--- src/rtl/t05_cb_gen_pkg.sv ---
// Shared types and node-word layout helpers for the Huffman codebook synthesiser.
// Field offsets are functions so that non-default widths stay consistent everywhere.
package t05_cb_gen_pkg;

    typedef enum logic [3:0] {
        ST_IDLE,
        ST_FETCH,
        ST_WAIT,
        ST_LEFT,
        ST_RIGHT,
        ST_EMIT,
        ST_BACKTRACK,
        ST_DONE,
        ST_ERROR
    } cb_state_t;

    localparam int DEF_SYM_W = 8;
    localparam int DEF_IDX_W = 7;
    localparam int DEF_SUM_W = 46;

    // Node word is {hdr(IDX_W), left(1+SYM_W), right(1+SYM_W), sum(SUM_W)}, MSB first.
    function automatic int node_width(input int idx_w, input int sym_w, input int sum_w);
        return idx_w + 2 * (1 + sym_w) + sum_w;
    endfunction

    function automatic int right_lsb(input int sum_w);
        return sum_w;
    endfunction

    function automatic int left_lsb(input int sym_w, input int sum_w);
        return sum_w + 1 + sym_w;
    endfunction

    localparam int NODE_W = node_width(DEF_IDX_W, DEF_SYM_W, DEF_SUM_W);

    // A right child of all ones marks a tree that holds a single symbol.
    localparam logic [DEF_SYM_W:0] SINGLE_SENTINEL = '1;

    function automatic logic child_is_leaf(input logic is_node_bit);
        return !is_node_bit;
    endfunction

endpackage

--- src/rtl/t05_cb_path_stack.sv ---
// LIFO of {node index, side} entries recording the current root-to-node path.
// Side bit 0 means the left subtree is in progress, 1 means the right one.
module t05_cb_path_stack #(
    parameter int IDX_W = 7,
    parameter int DEPTH = 128
) (
    input  logic             clk,
    input  logic             nrst,
    input  logic             clear,
    input  logic             push,
    input  logic [IDX_W-1:0] push_idx,
    input  logic             pop,
    input  logic             set_side,
    output logic [IDX_W-1:0] top_idx,
    output logic             top_side,
    output logic             empty,
    output logic             full
);
    localparam int CNT_W = $clog2(DEPTH + 1);
    localparam int PTR_W = $clog2(DEPTH);

    logic [IDX_W:0]     mem_q [DEPTH];
    logic [CNT_W-1:0]   cnt_q, cnt_d;
    logic [PTR_W-1:0]   top_ptr;
    logic [PTR_W-1:0]   wr_ptr;

    assign empty    = (cnt_q == '0);
    assign full     = (cnt_q == CNT_W'(DEPTH));
    assign top_ptr  = PTR_W'(cnt_q - CNT_W'(1));
    assign wr_ptr   = PTR_W'(cnt_q);
    assign top_idx  = mem_q[top_ptr][IDX_W:1];
    assign top_side = mem_q[top_ptr][0];

    always_comb begin
        cnt_d = cnt_q;
        if (clear) begin
            cnt_d = '0;
        end else if (push && !full) begin
            cnt_d = cnt_q + CNT_W'(1);
        end else if (pop && !empty) begin
            cnt_d = cnt_q - CNT_W'(1);
        end
    end

    always_ff @(posedge clk or negedge nrst) begin
        if (!nrst) begin
            cnt_q <= '0;
        end else begin
            cnt_q <= cnt_d;
        end
    end

    // Entry storage carries no reset; only entries below cnt_q are ever read.
    always_ff @(posedge clk) begin
        if (push && !full) begin
            mem_q[wr_ptr] <= {push_idx, 1'b0};
        end else if (set_side && !empty) begin
            mem_q[top_ptr][0] <= 1'b1;
        end
    end

endmodule

--- src/rtl/t05_cb_synthesis_gen.sv ---
// Codebook synthesiser: depth-first walk of a Huffman tree in external SRAM,
// emitting one {symbol, path, length} record per leaf over a valid/ready stream.
module t05_cb_synthesis_gen
    import t05_cb_gen_pkg::*;
#(
    parameter int SYM_W      = 8,
    parameter int IDX_W      = 7,
    parameter int SUM_W      = 46,
    parameter int MAX_DEPTH  = 128,
    localparam int NODE_BITS = node_width(IDX_W, SYM_W, SUM_W),
    localparam int LEN_W     = $clog2(MAX_DEPTH + 1)
) (
    input  logic                 clk,
    input  logic                 nrst,
    input  logic                 start,
    input  logic [IDX_W-1:0]     max_index,
    output logic                 rd_req,
    output logic [IDX_W-1:0]     rd_addr,
    input  logic                 rd_valid,
    input  logic [NODE_BITS-1:0] rd_data,
    output logic                 code_valid,
    input  logic                 code_ready,
    output logic [SYM_W-1:0]     code_sym,
    output logic [MAX_DEPTH-1:0] code_path,
    output logic [LEN_W-1:0]     code_len,
    output logic                 busy,
    output logic                 done,
    output logic                 err
);
    localparam int CH_W      = 1 + SYM_W;
    localparam int RIGHT_LSB = right_lsb(SUM_W);
    localparam int LEFT_LSB  = left_lsb(SYM_W, SUM_W);

    cb_state_t            state_q, state_d;
    logic [IDX_W-1:0]     target_q, target_d;
    logic                 refetch_q, refetch_d;
    logic [CH_W-1:0]      left_q, left_d;
    logic [CH_W-1:0]      right_q, right_d;
    logic [MAX_DEPTH-1:0] path_q, path_d;
    logic [LEN_W-1:0]     len_q, len_d;
    logic [SYM_W-1:0]     sym_q, sym_d;
    logic                 err_q, err_d;
    logic                 done_q, done_d;
    logic                 single_q, single_d;

    logic                 stk_clear, stk_push, stk_pop, stk_set_side;
    logic [IDX_W-1:0]     stk_top_idx;
    logic                 stk_top_side, stk_empty, stk_full;

    t05_cb_path_stack #(
        .IDX_W (IDX_W),
        .DEPTH (MAX_DEPTH)
    ) u_stack (
        .clk      (clk),
        .nrst     (nrst),
        .clear    (stk_clear),
        .push     (stk_push),
        .push_idx (target_q),
        .pop      (stk_pop),
        .set_side (stk_set_side),
        .top_idx  (stk_top_idx),
        .top_side (stk_top_side),
        .empty    (stk_empty),
        .full     (stk_full)
    );

    // Header, frequency sum and child bits beyond IDX_W are deliberately ignored.
    logic unused_bits;
    assign unused_bits = ^{rd_data, left_q, right_q};

    assign rd_addr   = target_q;
    assign code_sym  = sym_q;
    assign code_path = path_q;
    assign code_len  = len_q;
    assign err       = err_q;
    assign done      = done_q;
    assign busy      = !(state_q inside {ST_IDLE, ST_DONE, ST_ERROR});

    always_comb begin
        state_d      = state_q;
        target_d     = target_q;
        refetch_d    = refetch_q;
        left_d       = left_q;
        right_d      = right_q;
        path_d       = path_q;
        len_d        = len_q;
        sym_d        = sym_q;
        err_d        = err_q;
        single_d     = single_q;
        done_d       = 1'b0;
        stk_clear    = 1'b0;
        stk_push     = 1'b0;
        stk_pop      = 1'b0;
        stk_set_side = 1'b0;
        rd_req       = 1'b0;
        code_valid   = 1'b0;

        case (state_q)
            ST_IDLE, ST_DONE, ST_ERROR: begin
                if (start) begin
                    state_d   = ST_FETCH;
                    target_d  = max_index;
                    refetch_d = 1'b0;
                    path_d    = '0;
                    len_d     = '0;
                    err_d     = 1'b0;
                    single_d  = 1'b0;
                    stk_clear = 1'b1;
                end
            end
            ST_FETCH, ST_WAIT: begin
                rd_req = 1'b1;
                if (rd_valid) begin
                    left_d  = rd_data[LEFT_LSB +: CH_W];
                    right_d = rd_data[RIGHT_LSB +: CH_W];
                    if (refetch_q) begin
                        state_d = ST_RIGHT;
                    end else begin
                        state_d = ST_LEFT;
                        // Only the root (fetched with an empty stack) can flag a single-symbol tree.
                        if (stk_empty && (&rd_data[RIGHT_LSB +: CH_W])) begin
                            single_d = 1'b1;
                        end
                    end
                end else begin
                    state_d = ST_WAIT;
                end
            end
            ST_LEFT: begin
                if (stk_full) begin
                    state_d = ST_ERROR;
                    err_d   = 1'b1;
                end else begin
                    stk_push = 1'b1;
                    path_d   = path_q << 1;
                    len_d    = len_q + LEN_W'(1);
                    if (child_is_leaf(left_q[CH_W-1])) begin
                        sym_d   = left_q[SYM_W-1:0];
                        state_d = ST_EMIT;
                    end else begin
                        target_d  = left_q[IDX_W-1:0];
                        refetch_d = 1'b0;
                        state_d   = ST_FETCH;
                    end
                end
            end
            ST_RIGHT: begin
                stk_set_side = 1'b1;
                path_d       = {path_q[MAX_DEPTH-1:1], 1'b1};
                if (child_is_leaf(right_q[CH_W-1])) begin
                    sym_d   = right_q[SYM_W-1:0];
                    state_d = ST_EMIT;
                end else begin
                    target_d  = right_q[IDX_W-1:0];
                    refetch_d = 1'b0;
                    state_d   = ST_FETCH;
                end
            end
            ST_EMIT: begin
                code_valid = 1'b1;
                if (code_ready) begin
                    state_d = ST_BACKTRACK;
                end
            end
            ST_BACKTRACK: begin
                if (single_q) begin
                    state_d = ST_DONE;
                    done_d  = 1'b1;
                end else if (!stk_top_side) begin
                    target_d  = stk_top_idx;
                    refetch_d = 1'b1;
                    state_d   = ST_FETCH;
                end else begin
                    stk_pop = 1'b1;
                    path_d  = path_q >> 1;
                    len_d   = len_q - LEN_W'(1);
                    if (len_q == LEN_W'(1)) begin
                        state_d = ST_DONE;
                        done_d  = 1'b1;
                    end
                end
            end
            default: begin
                state_d = ST_IDLE;
            end
        endcase
    end

    always_ff @(posedge clk or negedge nrst) begin
        if (!nrst) begin
            state_q   <= ST_IDLE;
            target_q  <= '0;
            refetch_q <= 1'b0;
            left_q    <= '0;
            right_q   <= '0;
            path_q    <= '0;
            len_q     <= '0;
            sym_q     <= '0;
            err_q     <= 1'b0;
            done_q    <= 1'b0;
            single_q  <= 1'b0;
        end else begin
            state_q   <= state_d;
            target_q  <= target_d;
            refetch_q <= refetch_d;
            left_q    <= left_d;
            right_q   <= right_d;
            path_q    <= path_d;
            len_q     <= len_d;
            sym_q     <= sym_d;
            err_q     <= err_d;
            done_q    <= done_d;
            single_q  <= single_d;
        end
    end

endmodule
--- config.mk ---
export PLATFORM = sky130hd
export DESIGN_NAME = t05_cb_synthesis_gen
export DESIGN_NICKNAME = d
export VERILOG_FILES = /design/src/rtl/t05_cb_gen_pkg.sv /design/src/rtl/t05_cb_path_stack.sv /design/src/rtl/t05_cb_synthesis_gen.sv
export SDC_FILE = /design/constraint.sdc
export NUM_CORES = 2
export LEC_CHECK = 0
export CAP_MARGIN = 25
export CORE_MARGIN = 5
export CORE_UTILIZATION = 40
export CTS_CLUSTER_DIAMETER = 40
export DETAILED_ROUTE_END_ITERATION = 8
export GPL_ROUTABILITY_DRIVEN = 1
export PLACE_DENSITY = 0.56
export RECOVER_POWER = 25
export SLEW_MARGIN = 30
export SYNTH_ARGS = -nofsm -noshare
export SYNTH_HDL_FRONTEND = slang
export SYNTH_SLANG_ARGS = --single-unit
--- constraint.sdc ---
create_clock -name clk -period 13.3 [get_ports clk]
set_clock_uncertainty 0.15 [all_clocks]
set_input_delay 1.33 -clock clk [delete_from_list [all_inputs] [get_ports clk]]
set_output_delay 1.33 -clock clk [all_outputs]
set_load 0.1 [all_outputs]
## After elaboration in Yosys (flattened, before gate mapping)

Memory sizes are Yosys's and may differ from the RTL's.
Index checks and enable logic that the tools add are counted.
W data, S select, Z words.

| storage, ports and cells | value |
|---|---|
| input bits | 83 |
| register bits after elaboration | 185 |
| word-level logic and storage cells | 143 |
| bits in writable memories | 1024 |
| output and inout port bits | 156 |
| memories kept | 1 |

Memories:

| name | words | bits a word | read ports | clocked after Yosys merged registers in | wr ports | RTL line | source |
|---|---|---|---|---|---|---|---|
| u_stack.mem_q | 128 | 8 | 1 | 0 | 1 | t05_cb_path_stack.sv:22 | `logic [IDX_W:0] mem_q [DEPTH];` |

| operators by class | value |
|---|---|
| reductions and logical operators | 29 |
| equality and inequality tests | 25 |
| $add $sub $neg | 4 |
| muxes and demuxes | 70 |
| bitwise operators | 1 |

Operator list:

| kind | count |
|---|---|
| $mux W128 | 4 |
| $pmux W128 S4 | 1 |
| $mux W8 | 11 |
| $mux W7 | 7 |
| $mux W1 | 29 |
| $mux W4 | 7 |
| $pmux W7 S4 | 1 |
| $ne A2 B2 Y1 const B | 13 |
| $pmux W4 S6 | 1 |
| $pmux W8 S3 | 1 |
| $add A8 B1 Y8 const B | 2 |
| $eq A4 B3 Y1 const B | 4 |
| $pmux W8 S2 | 1 |
| $sub A8 B1 Y8 const B | 2 |
| $reduce_and A5 Y1 | 3 |
| $mux W3 | 3 |
| $reduce_and A9 Y1 | 1 |
| $reduce_bool A3 Y1 | 3 |
| $eq A4 B2 Y1 const B | 2 |
| $eq A8 B1 Y1 const B | 1 |
| $eq A8 B8 Y1 const B | 1 |
| $logic_not A8 Y1 | 1 |
| $reduce_or A8 Y1 | 1 |
| $reduce_and A7 Y1 | 1 |
| 19 further kinds | 28 |

## Depth between registers and ports, before layout

An unclocked memory read counts as a cell.

| logic depth | value |
|---|---|
| depth in word-level cells | 9 |
| mapped depth | 19 |
| depth with buffers taken out | 12 |

## By module

From an unflattened synthesis, not the netlist that was laid out.

| second synthesis, totals | value |
|---|---|
| cells, all modules | 3183 |
| area, all modules | 50114.3 µm² |

By module, submodules not included:

| module | sequential area each (µm²) | times used | cells each | area an instance (µm²) |
|---|---|---|---|---|
| t05_cb_path_stack | 30949.7 | 1 | 2318 | 41531.1 |
| t05_cb_synthesis_gen | 4429.2 | 1 | 865 | 8583.2 |

## Worst setup path before layout

OpenSTA, ideal clock, no wires.

| path | value |
|---|---|
| path kind | register -> register |
| start point | register u_stack.cnt_q[0] |
| end point | memory u_stack.mem_q[112][1] in the netlist's numbering (enable) |
| period minus slack after synthesis | 5.863 ns |
| path buffers | 6 |
| slack | 7.437 ns |
| setup time | 0.282 ns |
| stages on the path, launching flop included | 15 |
| data required time | 12.868 ns |
| arrival time | 5.432 ns |
| path through | dfrtp_1 -> buf_6 -> buf_6 -> buf_2 -> clkinv_1 -> ha_1 -> buf_2 -> or4b_4 -> o41ai_4 -> inv_2 -> clkbuf_1 -> o21ai_0 -> nand2_1 -> clkbuf_1 -> nor2_1 |

| on the way | value |
|---|---|
| cells in the longest elaborated chain, start to end | 8 |
| elaborated cells between the ends (all ways) | 17 |
| those cells by class | add/sub: 1; eq/ne: 1; mux: 9; reduce/logical: 6 |

RTL lines:

| item | RTL line | source |
|---|---|---|
| start, declared | t05_cb_path_stack.sv:23 | `logic [CNT_W-1:0] cnt_q, cnt_d;` |
| start signal, assigned | t05_cb_path_stack.sv:49 | `cnt_q <= cnt_d;` |
| $eq A8 B8 Y1 or $logic_not A8 Y1 (tied branches) | t05_cb_path_stack.sv:28, t05_cb_path_stack.sv:27 |  |
| $mux W1 or $logic_not A1 Y1 (tied branches) | t05_cb_synthesis_gen.sv:130, t05_cb_path_stack.sv:57 |  |
| $mux W1 or $logic_and A1 B1 Y1 (tied branches) | t05_cb_synthesis_gen.sv:98, t05_cb_path_stack.sv:57 |  |
| $logic_and A1 B1 Y1 or $mux W1 (tied branches) | t05_cb_path_stack.sv:55, t05_cb_path_stack.sv:57 |  |
| $mux W1 | t05_cb_path_stack.sv:55 | `if (push && !full) begin` |
| $mux W1 (not written as such) | t05_cb_path_stack.sv:58 | `mem_q[top_ptr][0] <= 1'b1;` |
| $reduce_or A8 Y1 (no source line) | -- |  |
| $mux W7 (no source line) or $mux W2 (tied branches) | -- |  |
| end, declared | t05_cb_path_stack.sv:22 |  |

Several ways; a longest one is shown, not always the timed one.

## Final worst setup path

| path | value |
|---|---|
| start point | register u_stack.cnt_q[0] |
| end point | register path_q[16] (netlist: code_path[16]) |

| on the way | value |
|---|---|
| cells in the longest elaborated chain, start to end | 4 |
| elaborated cells between the ends (all ways) | 6 |
| those cells by class | add/sub: 1; eq/ne: 3; reduce/logical: 1; memory: 1 |

RTL lines:

| item | RTL line | source |
|---|---|---|
| $sub A8 B1 Y8 | t05_cb_path_stack.sv:29 | `assign top_ptr = PTR_W'(cnt_q - CNT_W'(1));` |
| $mem_v2 Z128 W8 | -- |  |
| $ne A2 B2 Y1 (no source line) | -- |  |
| $reduce_and A6 Y1 (no source line) (*) | -- |  |
| end signal, assigned | t05_cb_synthesis_gen.sv:208 | `path_q <= path_d;` |
| end, declared | t05_cb_synthesis_gen.sv:39 | `logic [MAX_DEPTH-1:0] path_q, path_d;` |

Every way passes the cells marked *; elsewhere a longest branch is shown, timed or not.
A chain may end at the register's enable or synchronous reset.

==> impl_metrics.prom <==
# TYPE chip_impl_metric gauge
chip_impl_info{name="status",value="finished with violations"} 1
chip_impl_info{name="failed_checks",value="max-capacitance violations, max-slew violations"} 1
chip_impl_metric{name="nets",unit=""} 3373
chip_impl_metric{name="cts-root-to-sink-buffers",unit=""} 3
chip_impl_metric{name="power_density",unit="mW/mm^2"} 247.4
chip_impl_metric{name="clkTransAtPathRegs",unit="ns"} 0.05
chip_impl_metric{name="ctsHoldBuffers",unit=""} 0
chip_impl_metric{name="met2_layer_wire_length_in_the_routed_design",unit="mm"} 60.21
chip_impl_info{name="layout.cells.most_common",value="edfxtp_1"} 1
chip_impl_info{name="worstPathCellList",value="clkinv_1 > ha_4 > buf_4 > mux4_2 > mux2i_1 > a32o_1 > o41ai_4 > nor3_4 > a21o_4 > buf_4 > o21ai_0"} 1
chip_impl_metric{name="synth_area_per_cell",unit="sq um"} 15.87
chip_impl_metric{name="drt_first_pass_iters",unit=""} 5
chip_impl_metric{name="drt_first_iter_violations",unit=""} 2987
chip_impl_metric{name="cts.repair_timing.setup_buffer_count",unit=""} 0
chip_impl_info{name="worst_hold_start",value="left_q[7]$_DFFE_PN0P_"} 1
chip_impl_info{name="commonest_non_fill_non_tap_cells_in_the_layout",value="1,024 x edfxtp_1, 429 x nand2_1, 304 x nor2_1"} 1
chip_impl_metric{name="drtAntennaViolNets",unit=""} 0
chip_impl_metric{name="preCtsSetupSlack",unit="ns"} 6.266
chip_impl_metric{name="first_global_vias",unit=""} 27920
chip_impl_info{name="worstHoldEndpoint",value="left_q[7]$_DFFE_PN0P_"} 1
chip_impl_info{name="worst_path_most_repeated_cell",value="buf_4"} 1
chip_impl_metric{name="grt_antenna_before_repair",unit=""} 0
chip_impl_info{name="class_of_the_most_critical_setup_path",value="reg2reg"} 1
chip_impl_metric{name="setup_tns",unit="ns"} 0
chip_impl_metric{name="globalplace.congestion",unit=""} 0.8546
chip_impl_metric{name="final-hold-violation-count",unit=""} 0
chip_impl_metric{name="cts_made_buffers",unit=""} 158
chip_impl_metric{name="synth-warning-count",unit=""} 0
chip_impl_info{name="crit-reg2reg-launch",value="u_stack.cnt_q[0]$_DFFE_PN0P_"} 1
chip_impl_metric{name="route.final.wire_length",unit="mm"} 127.3
chip_impl_metric{name="floorplan.rows",unit=""} 129
chip_impl_metric{name="finalCoreUtilization",unit="%"} 47.06
chip_impl_info{name="rr_endpoint",value="code_path[16]$_DFFE_PN0P_"} 1
chip_impl_metric{name="slew_headroom",unit="%"} -347.6
chip_impl_info{name="crit_path_top_delay_cell",value="dfrtp_1"} 1
chip_impl_info{name="cts_tree",value="built"} 1
chip_impl_metric{name="crit_arrival",unit="ns"} 8.80
chip_impl_metric{name="layout-area-overhead-vs-synth",unit="%"} 17.26
chip_impl_metric{name="reg2regPathDepth",unit=""} 11
chip_impl_metric{name="dpl.hpwl",unit="mm"} 74.32
chip_impl_metric{name="wl_met3",unit="mm"} 8.618
chip_impl_metric{name="worstPathRequired",unit="ns"} 13.73
chip_impl_metric{name="cts-htree-levels",unit=""} 4
chip_impl_metric{name="slew_viol_final",unit=""} 533
chip_impl_metric{name="core_region_area",unit="sq mm"} 0.1233
chip_impl_metric{name="synthDistinctLibCells",unit=""} 76
chip_impl_metric{name="post_synth_inst_count",unit=""} 3118
chip_impl_metric{name="cts_resized",unit=""} 0
chip_impl_metric{name="ios",unit=""} 239
chip_impl_metric{name="die-height",unit="um"} 361.7
chip_impl_metric{name="tightest_pin_transition",unit="ns"} 6.714
chip_impl_metric{name="postSynth.asyncResetShare",unit="%"} 15.30
chip_impl_metric{name="cts_sinks",unit=""} 1209
chip_impl_metric{name="io_buffers",unit=""} 185
chip_impl_info{name="grt_setup_unrepaired",value="no"} 1
chip_impl_info{name="hold_path_class",value="reg2reg"} 1
chip_impl_metric{name="number_of_enable_type_register_cells_in_the_synthesized_netlist",unit=""} 1024
chip_impl_metric{name="dieWidth",unit="um"} 361.7
chip_impl_metric{name="maximum_number_of_pins_on_one_net_before_global_route_repair",unit=""} 118
chip_impl_metric{name="worst_skew_pair.late_latency",unit="ns"} 0.75
chip_impl_metric{name="worst-r2r-setup-slack",unit="ns"} 4.93
chip_impl_metric{name="achievable-frequency",unit="MHz"} 119.5
chip_impl_metric{name="drive_gt1_share",unit="%"} 18.01
chip_impl_info{name="main_synth_ff_type",value="edfxtp_1"} 1
chip_impl_metric{name="post_drt_via_cell_ratio",unit=""} 5.594
chip_impl_info{name="topRoutingLayerUsed",value="met4"} 1
chip_impl_metric{name="drt-wirelength-per-cell",unit="um"} 25.18
chip_impl_info{name="clock_tree.root_cell",value="clkbuf_16"} 1
chip_impl_metric{name="max_cap_violations",unit=""} 10
chip_impl_metric{name="worst_hold_path.num_cells",unit=""} 1
chip_impl_metric{name="drc_errors",unit=""} 0
chip_impl_metric{name="synth_area",unit="sq mm"} 0.04948
chip_impl_metric{name="met1Wirelength",unit="mm"} 55.28
chip_impl_metric{name="die-area",unit="sq mm"} 0.1308
chip_impl_info{name="critPathCaptureType",value="register"} 1
chip_impl_metric{name="finalWorstSetupSlack",unit="ns"} 4.932
chip_impl_metric{name="period_utilization",unit="%"} 62.92
chip_impl_metric{name="hold_slack",unit="ns"} 0.3654
chip_impl_metric{name="grt_overflow",unit=""} 0
chip_impl_metric{name="groute.usage.overall",unit="%"} 19.07
chip_impl_metric{name="fin_total_pwr",unit="W"} 0.01436
chip_impl_metric{name="leakage",unit="nW"} 18.85
chip_impl_metric{name="global_route_wire_length_before_repair",unit="mm"} 188.1
chip_impl_info{name="cp-start-kind",value="register"} 1
chip_impl_metric{name="syn_nets",unit=""} 3206
chip_impl_metric{name="setup_viol",unit=""} 0
chip_impl_metric{name="synth_seq_area_share",unit="%"} 71.50
chip_impl_metric{name="vdd_drop_max",unit="V"} 0.0002413
chip_impl_metric{name="post-route-min-period",unit="ns"} 8.368
chip_impl_metric{name="critPathMaxStageDelay",unit="ns"} 1.82
chip_impl_metric{name="flop_and_latch_count_out_of_synthesis",unit=""} 1209
chip_impl_metric{name="worst-path-max-fanout",unit=""} 101
chip_impl_metric{name="initial_utilization",unit="%"} 40.13
chip_impl_metric{name="routed-via-count",unit=""} 28270
critical path, delay by kind of cell (launching register included):
family / cells / cell delay, ns
simple gates: 1 / 0.47
buf+inv: 3 / 2.54
fa+ha+maj: 1 / 1.10
compound gates: 4 / 1.35
mux: 2 / 0.59
flops: 1 / 1.82
power by group:
group          switching, W  total, W  internal (W)  leakage [nW]
Clock               0.00165   0.00423       0.00258          2.56
Sequential         0.000157   0.00496       0.00480          11.8
Combinational       0.00362   0.00517       0.00154          4.52
Total               0.00543    0.0144       0.00893          18.9
state kept, by name, indices dropped and copies added (netlist names):
| name | cells |
|---|---|
| code_len | 8 |
| code_path | 128 |
| code_sym | 8 |
| done | 1 |
| err | 1 |
| left_q | 9 |
| rd_addr | 7 |
| refetch_q | 1 |
| right_q | 9 |
| single_q | 1 |
| state_q | 4 |
| u_stack.cnt_q | 8 |
| u_stack.mem_q | 1024 |
area by class of cell:
type                    instances  area, sq um
fillers                     10560        65290
well taps                    1637         2048
multi-input cells            1678        13270
inverters                       9        35.03
clock inverters                96         1065
flip-flops and latches       1209        35380
clock buffers                 194         4204
diodes                          1        2.502
repair buffers                229         2028
synth_stat cells, types with 3 or more instances:
cell | number | share of area [%]
o22ai_1 | 9 | 0.11
inv_1 | 7 | 0.053
a22oi_1 | 129 | 2.0
nand4_1 | 38 | 0.48
o31ai_1 | 7 | 0.11
a31oi_1 | 28 | 0.35
mux4_2 | 256 | 12
mux2_2 | 27 | 0.61
a31o_2 | 3 | 0.053
a21oi_1 | 21 | 0.21
a41oi_1 | 4 | 0.071
mux2i_1 | 12 | 0.24
ha_1 | 5 | 0.13
buf_1 | 20 | 0.15
nand2_1 | 429 | 3.3
buf_2 | 38 | 0.38
o21ai_0 | 97 | 0.98
nor4_1 | 9 | 0.11
nor3b_1 | 4 | 0.061
or3_1 | 4 | 0.051
a32oi_1 | 8 | 0.14
o21ai_1 | 73 | 0.74
nor3_1 | 12 | 0.12
nand3_1 | 106 | 1.1
and2_1 | 12 | 0.15
a222oi_1 | 8 | 0.16
buf_6 | 7 | 0.16
nor2_1 | 304 | 2.3
edfxtp_1 | 1024 | 62
nor2b_1 | 3 | 0.038
buf_4 | 8 | 0.12
and4_1 | 3 | 0.053
and3_1 | 4 | 0.051
xor2_1 | 3 | 0.053
nand2b_1 | 8 | 0.10
dfrtp_1 | 185 | 9.4
o221ai_1 | 4 | 0.071
clkbuf_1 | 149 | 1.1
xnor2_1 | 3 | 0.053
how the worst max path moves through the flow:
| stage | to | slack (ns) | depth (start not counted) | start |
|---|---|---|---|---|
| final | code_path[16]$_DFFE_PN0P_ | 4.93 | 11 | u_stack.cnt_q[0]$_DFFE_PN0P_ |
| after global routing | code_path[19]$_DFFE_PN0P_ | 4.02 | 11 | u_stack.cnt_q[0]$_DFFE_PN0P_ |
| after CTS | code_path[16]$_DFFE_PN0P_ | 6.26 | 11 | u_stack.cnt_q[0]$_DFFE_PN0P_ |
| after detailed placement | code_path[16]$_DFFE_PN0P_ | 6.27 | 11 | u_stack.cnt_q[0]$_DFFE_PN0P_ |
| after global placement | code_path[8]$_DFFE_PN0P_ | 6.30 | 11 | u_stack.cnt_q[0]$_DFFE_PN0P_ |
| after floorplan | u_stack.mem_q[112][1]$_DFFE_PP_ | 7.44 | 14 | u_stack.cnt_q[0]$_DFFE_PN0P_ |
per-stage QoR:
stage	cell area (sq um)	std cells
finish	58030	5053
global placement	52910	4759
floorplan	49480	3118
detailed placement	52840	4760
global route	58020	5052
CTS	58100	5050
metal layers:
layer / vias up / GRT usage [%]
li1: 12500 / -
met1: 14630 / 26.94
met3: 198 / 4.092
met2: 945 / 30.24
met4: 0 / 5.295
met5: - / 0
kinds of logic after synthesis:
group,count (synthesis),synth area share [%]
AO/OA/AOI/OAI,420,5.570
XOR/XNOR,6,0.1062
adder cells (fa/ha/maj),5,0.1264
buffers and inverters,231,2.015
flip-flops,1209,71.50
multiplexers,295,12.51
AND/OR/NAND/NOR,952,8.177
Power figures use the tool's default switching activity.
